**config.mk**
```make
export PLATFORM = sky130hd
export DESIGN_NAME = mem_port_arbiter
export DESIGN_NICKNAME = d
export VERILOG_FILES = /design/src/rtl/mem_port_arbiter.sv
export SDC_FILE = /design/constraint.sdc
export NUM_CORES = 1
export LEC_CHECK = 0
export ABC_AREA = 1
export CAP_MARGIN = 5
export CORE_MARGIN = 8
export CORE_UTILIZATION = 26
export DETAILED_ROUTE_END_ITERATION = 7
export PLACE_DENSITY_LB_ADDON = 0.3
export SLEW_MARGIN = 20
export SYNTH_ARGS = -nofsm -noshare
export SYNTH_HDL_FRONTEND = slang
export SYNTH_SLANG_ARGS = --single-unit
```
**constraint.sdc**
```tcl
create_clock -name clk -period 1.45 [get_ports clk]
set_input_delay 0.3625 -clock clk [delete_from_list [all_inputs] [get_ports clk]]
set_output_delay 0.3625 -clock clk [all_outputs]
set_load 0.05 [all_outputs]
```
**src/rtl/mem_port_arbiter.sv**
```systemverilog
// Shares one memory port between the instruction-fetch and data-memory sides.
// The data side has priority; a starvation counter forces an I grant after STARVE_LIMIT D grants.
module mem_port_arbiter #(
  parameter int STARVE_LIMIT = 4
) (
  input  logic        clk,
  input  logic        rst,
  input  logic        i_read,
  input  logic [31:0] i_addr,
  output logic [31:0] i_rdata,
  output logic        i_resp,
  input  logic        d_read,
  input  logic        d_write,
  input  logic [3:0]  d_mbe,
  input  logic [31:0] d_addr,
  input  logic [31:0] d_wdata,
  output logic [31:0] d_rdata,
  output logic        d_resp,
  output logic        mem_read,
  output logic        mem_write,
  output logic [3:0]  mem_mbe,
  output logic [31:0] mem_addr,
  output logic [31:0] mem_wdata,
  input  logic [31:0] mem_rdata,
  input  logic        mem_resp
);

  // state  | meaning
  // IDLE   | arbitrate between I and D requests
  // I_BUSY | instruction read on the memory port, waiting for mem_resp
  // D_BUSY | data read/write on the memory port, waiting for mem_resp
  // I_DONE | i_resp pulse, then back to IDLE
  // D_DONE | d_resp pulse, then back to IDLE
  typedef enum logic [2:0] {IDLE, I_BUSY, D_BUSY, I_DONE, D_DONE} state_t;

  localparam int CW = (STARVE_LIMIT < 2) ? 1 : $clog2(STARVE_LIMIT + 1);
  localparam logic [CW-1:0] LIMIT = CW'(STARVE_LIMIT);

  state_t          state_q;
  logic [CW-1:0]   starve_q;
  logic [CW-1:0]   starve_d;
  logic            mem_read_q, mem_write_q;
  logic [3:0]      mem_mbe_q;
  logic [31:0]     mem_addr_q, mem_wdata_q;
  logic [31:0]     i_rdata_q, d_rdata_q;
  logic            i_resp_q, d_resp_q;
  logic            dreq, force_i, grant_d;

  assign dreq    = d_read | d_write;
  assign force_i = i_read && (STARVE_LIMIT != 0) && (starve_q == LIMIT);
  assign grant_d = dreq && !force_i;

  // Counter value to load on a D grant; saturates so a long I stall cannot wrap it.
  always_comb begin
    starve_d = '0;
    if (i_read) starve_d = (starve_q == LIMIT) ? starve_q : starve_q + 1'b1;
  end

  always_ff @(posedge clk) begin
    if (!rst) begin
      state_q     <= IDLE;
      starve_q    <= '0;
      mem_read_q  <= 1'b0;
      mem_write_q <= 1'b0;
      mem_mbe_q   <= '0;
      mem_addr_q  <= '0;
      mem_wdata_q <= '0;
      i_rdata_q   <= '0;
      d_rdata_q   <= '0;
      i_resp_q    <= 1'b0;
      d_resp_q    <= 1'b0;
    end else begin
      i_resp_q <= 1'b0;
      d_resp_q <= 1'b0;
      case (state_q)
        IDLE: begin
          if (grant_d) begin
            state_q     <= D_BUSY;
            starve_q    <= starve_d;
            mem_write_q <= d_write;
            mem_read_q  <= !d_write;
            mem_mbe_q   <= d_mbe;
            mem_addr_q  <= d_addr;
            mem_wdata_q <= d_wdata;
          end else if (i_read) begin
            state_q     <= I_BUSY;
            starve_q    <= '0;
            mem_read_q  <= 1'b1;
            mem_write_q <= 1'b0;
            mem_mbe_q   <= 4'b1111;
            mem_addr_q  <= i_addr;
            mem_wdata_q <= '0;
          end
        end
        I_BUSY: begin
          if (mem_resp) begin
            state_q    <= I_DONE;
            mem_read_q <= 1'b0;
            i_rdata_q  <= mem_rdata;
            i_resp_q   <= 1'b1;
          end
        end
        D_BUSY: begin
          if (mem_resp) begin
            state_q     <= D_DONE;
            mem_read_q  <= 1'b0;
            mem_write_q <= 1'b0;
            d_rdata_q   <= mem_rdata;
            d_resp_q    <= 1'b1;
          end
        end
        I_DONE, D_DONE: state_q <= IDLE;
        default:        state_q <= IDLE;
      endcase
    end
  end

  assign mem_read  = mem_read_q;
  assign mem_write = mem_write_q;
  assign mem_mbe   = mem_mbe_q;
  assign mem_addr  = mem_addr_q;
  assign mem_wdata = mem_wdata_q;
  assign i_rdata   = i_rdata_q;
  assign i_resp    = i_resp_q;
  assign d_rdata   = d_rdata_q;
  assign d_resp    = d_resp_q;

endmodule

```
==> metrics.md <==
| Metric | Value |
|---|---|
| Cell mode on critical path | `nand2_2` |
| Critical Path End Type | `flop` |
| Final Hold Viols | `0` |
| Multi-input logic area | `0.00258 sq mm` |
| Post-route cell area | `0.0115 sq mm` |
| # fillers | `1,822` |
| Final min period | `1440 ps` |
| Largest net degree at the start of global routing | `68` |
| TNS Setup | `0 ps` |
| DR vias | `5,780` |
| Depth of the CTS H-tree | `4` |
| Max-slew violations | `0` |
| CP bufs+invs | `3` |
| Share of layout cells above drive strength 1 | `33.7%` |
| CTS tree | `done` |
| Worst slew margin | `76.4%` |
| Core area | `0.0208 sq mm` |
| Site Rows | `53` |
| Synthesized area | `0.00544 sq mm` |
| Die area | `0.0258 sq mm` |
| Adder-cell area share of the yosys netlist | `0.460%` |
| Tot Pwr | `0.0253 W` |
| Synth async-reset ratio | `0%` |
| Largest delay share family, worst path | `buffers and inverters` |
| Register area share after synthesis | `52.3%` |
| Yosys reg bits | `142` |
| Hold Path Depth | `3` |
| Worst setup SP type | `flop` |
| Largest cells by area after synthesis | `dfxtp_1 (52%), nand2_1 (9.6%), a21oi_1 (9.5%)` |
| Synth Net Count | `851` |
| Total track usage | `15.0%` |
| Max VDD drop | `1030 uV` |
| CP max stage delay | `340 ps` |
| Most common cell after layout, fill and taps aside | `buf_12` |
| Met3 Use GR | `5.30%` |
| Reg area | `0.00285 sq mm` |
| RR Startpoint | `starve_q[0]` |
| Slew @ Worst Pin | `354 ps` |
| Drt initial violations | `166` |
| Skew-Pair Late Insertion Delay | `410 ps` |
| HP Start | `i_read` |
| Routed wire per std cell | `16.3 um` |
| RD Place Congestion | `0.767` |
| WS Path Type | `flop to flop` |
| First-pass GRT wire length | `30.8 mm` |
| Xor-xnor portion of the synthesized cell area | `0.161%` |
| Mux contribution to synthesized area | `0%` |
| DP HPWL | `14.3 mm` |
| Area delta synth->final | `112%` |
| Setup violations, final | `0` |
| Met2 global-route usage | `24.7%` |
| Top-area cell type share of the netlist area | `52.3%` |
| Post-synth EDFFs | `0` |
| Max Clock Freq | `696 MHz` |
| Clk buf depth | `2` |
| Post-detailed-route count of antenna-violating nets | `0` |
| Worst R2R Setup Slack | `10 ps` |
| RSZ-0062 raised after global routing | `true` |
| Period utilization | `99.1%` |
| Cts hold-fix bufs | `0` |
| Syn Area/Cell | `7.65 sq um` |
| Initial Util | `26.2%` |
| Via density | `4.43` |
| End of the worst hold path | `starve_q[2]` |
| Die W | `161 um` |
| Residual DRC count | `0` |
| CP required | `1750 ps` |
| Power density over the cells | `2190 mW/mm^2` |
| IO buf count | `273` |
| Top Usage Layer GRT | `met2` |
| Initial DRT Pass Iterations | `4` |
| Top_reg_cell synth | `dfxtp_1` |
| Fin Clk Skew | `10.2 ps` |
| Post-Synth Simple-Gate Area | `19.6%` |
| CP max stage cell | `dfxtp_2` |
| Synthesis Warnings | `0` |
| CP arrival | `1740 ps` |
| Post-layout net count | `1,159` |
| Reg clk slew, reported paths | `70 ps` |
| Post-Route WL | `21.3 mm` |
| Hold crit path type | `input pin to flop` |
| Root Driver | `clkbuf_16` |
| Number of max-cap violations | `0` |
| Leak | `4.68 nW` |
| Max FO, Critical Path | `8` |
| # diodes | `0` |
| Leading area contributor after synthesis | `dfxtp_1` |
| Path depth of the worst reg2reg path | `10` |
| Initial antenna violation count | `0` |
| Die span in y | `161 um` |
| Critical Path, Cell by Cell | `inv_2 -> ha_4 -> nand3_4 -> nand2_4 -> buf_12 -> clkbuf_16 -> nand2_2 -> nand2_2 -> a21oi_2 -> nor2_1` |
| Post-synth cell types | `24` |
| Main combinational cell family by area after synthesis | `simple AND/OR/NAND/NOR gates` |
| Mapped Cells | `711` |
| Dpl cell area | `0.00999 sq mm` |
| Number of global-route vias before repair | `5,476` |
| Most frequent cells in the layout | `buf_12 (151), dfxtp_1 (140), clkdlybuf4s50_1 (133)` |
| CTS buffer count | `17` |
| I/O pin count | `274` |
| FF-to-FF End | `mem_addr[20]` |
| Status | `finished, final reports clean` |
| Met1 usage | `17.9%` |
| Sink Count | `142` |
| Grt ovf | `0` |
| Compound-Gate Fraction of Synth Area | `19.1%` |
## cell usage after synthesis, types with 3 or more instances
master	n
buf_4	8
clkbuf_1	22
a21oi_1	103
o21ai_1	4
nand2_1	139
nor2_1	108
dfxtp_1	142
inv_1	41
nor2_4	3
nand3_1	6
buf_2	8
buf_6	9
nor3_1	4
o21ai_0	101
## area by class of cell
| class | instances | area share (%) |
|---|---|---|
| clock inverter | 14 | 1.17 |
| inverter | 44 | 1.58 |
| sequential | 142 | 24.6 |
| tap | 275 | 2.98 |
| clock buffer | 17 | 3.68 |
| multi-input combinational | 477 | 22.3 |
| timing repair buffer | 337 | 43.6 |
## logic make-up (layout without fill, tap and decap cells)
family                     count (synthesis)  after routing
adders and majority gates                  2              2
AOI/OAI and AO/OA                        208            208
xor gates and xnor gates                   1              1
buffers and inverters                     92            412
and+or+nand+nor                          266            266
DFF                                      142            142
## through the flow
stage / hold WS [ps] / setup slack, ps / utilization (%) / std cells
after floorplan: 456 / 54.1 / - / 711
after global placement: 467 / -427 / 48.1 / 1248
after detailed placement: 471 / -495 / 48.1 / 1248
after CTS: 421 / -14.6 / 51.6 / 1284
after global routing: 340 / -82.8 / 55.6 / 1306
final: 348 / 13.0 / 55.6 / 1306
## repair_timing
item,4_1_cts,5_1_grt
pin swaps,8,52
endpoints found under the hold margin,0,0
setup buffers,4,8
cloned,2,16
endpoints found under the setup margin,44,73
gates resized for setup,31,144
## worst max path at each step
stage | from | end | slack (ps) | depth (start not counted)
after floorplan | starve_q[0] | mem_addr[10] | 50 | 10
after global placement | d_write | mem_addr[3] | -430 | 10
after detailed placement | d_write | mem_addr[3] | -490 | 10
after CTS | d_write | mem_addr[7] | -10 | 9
after global routing | starve_q[0] | mem_addr[30] | -80 | 10
final | starve_q[0] | mem_addr[20] | 10 | 10
## worst register-to-register path, cell delays in order (launching register included)
cell	delay [ps]
dfxtp_2	340
inv_2	50
ha_4	160
nand3_4	90
nand2_4	70
buf_12	160
clkbuf_16	180
nand2_2	70
nand2_2	60
a21oi_2	100
nor2_1	50
## routing by layer
| metal | share of wire, % | vias up |
|---|---|---|
| li1 | - | 2912 |
| met1 | 41 | 2660 |
| met2 | 50 | 181 |
| met3 | 7.0 | 27 |
| met4 | 1.5 | 0 |
| met5 | 0 | - |
## sequential cells by signal, summed over array words and instances, names as in the netlist
register,cells
mem_write,1
mem_read,1
d_rdata,32
state_q,3
mem_addr,32
mem_wdata,32
i_resp,1
i_rdata,32
d_resp,1
starve_q,3
mem_mbe,4
## power by group
part / internal, W / switching [W]
Sequential: 0.00507 / 0.00119
Clock: 0.00239 / 0.00183
Combinational: 0.00709 / 0.00774
(Power assumes the default switching activity.)
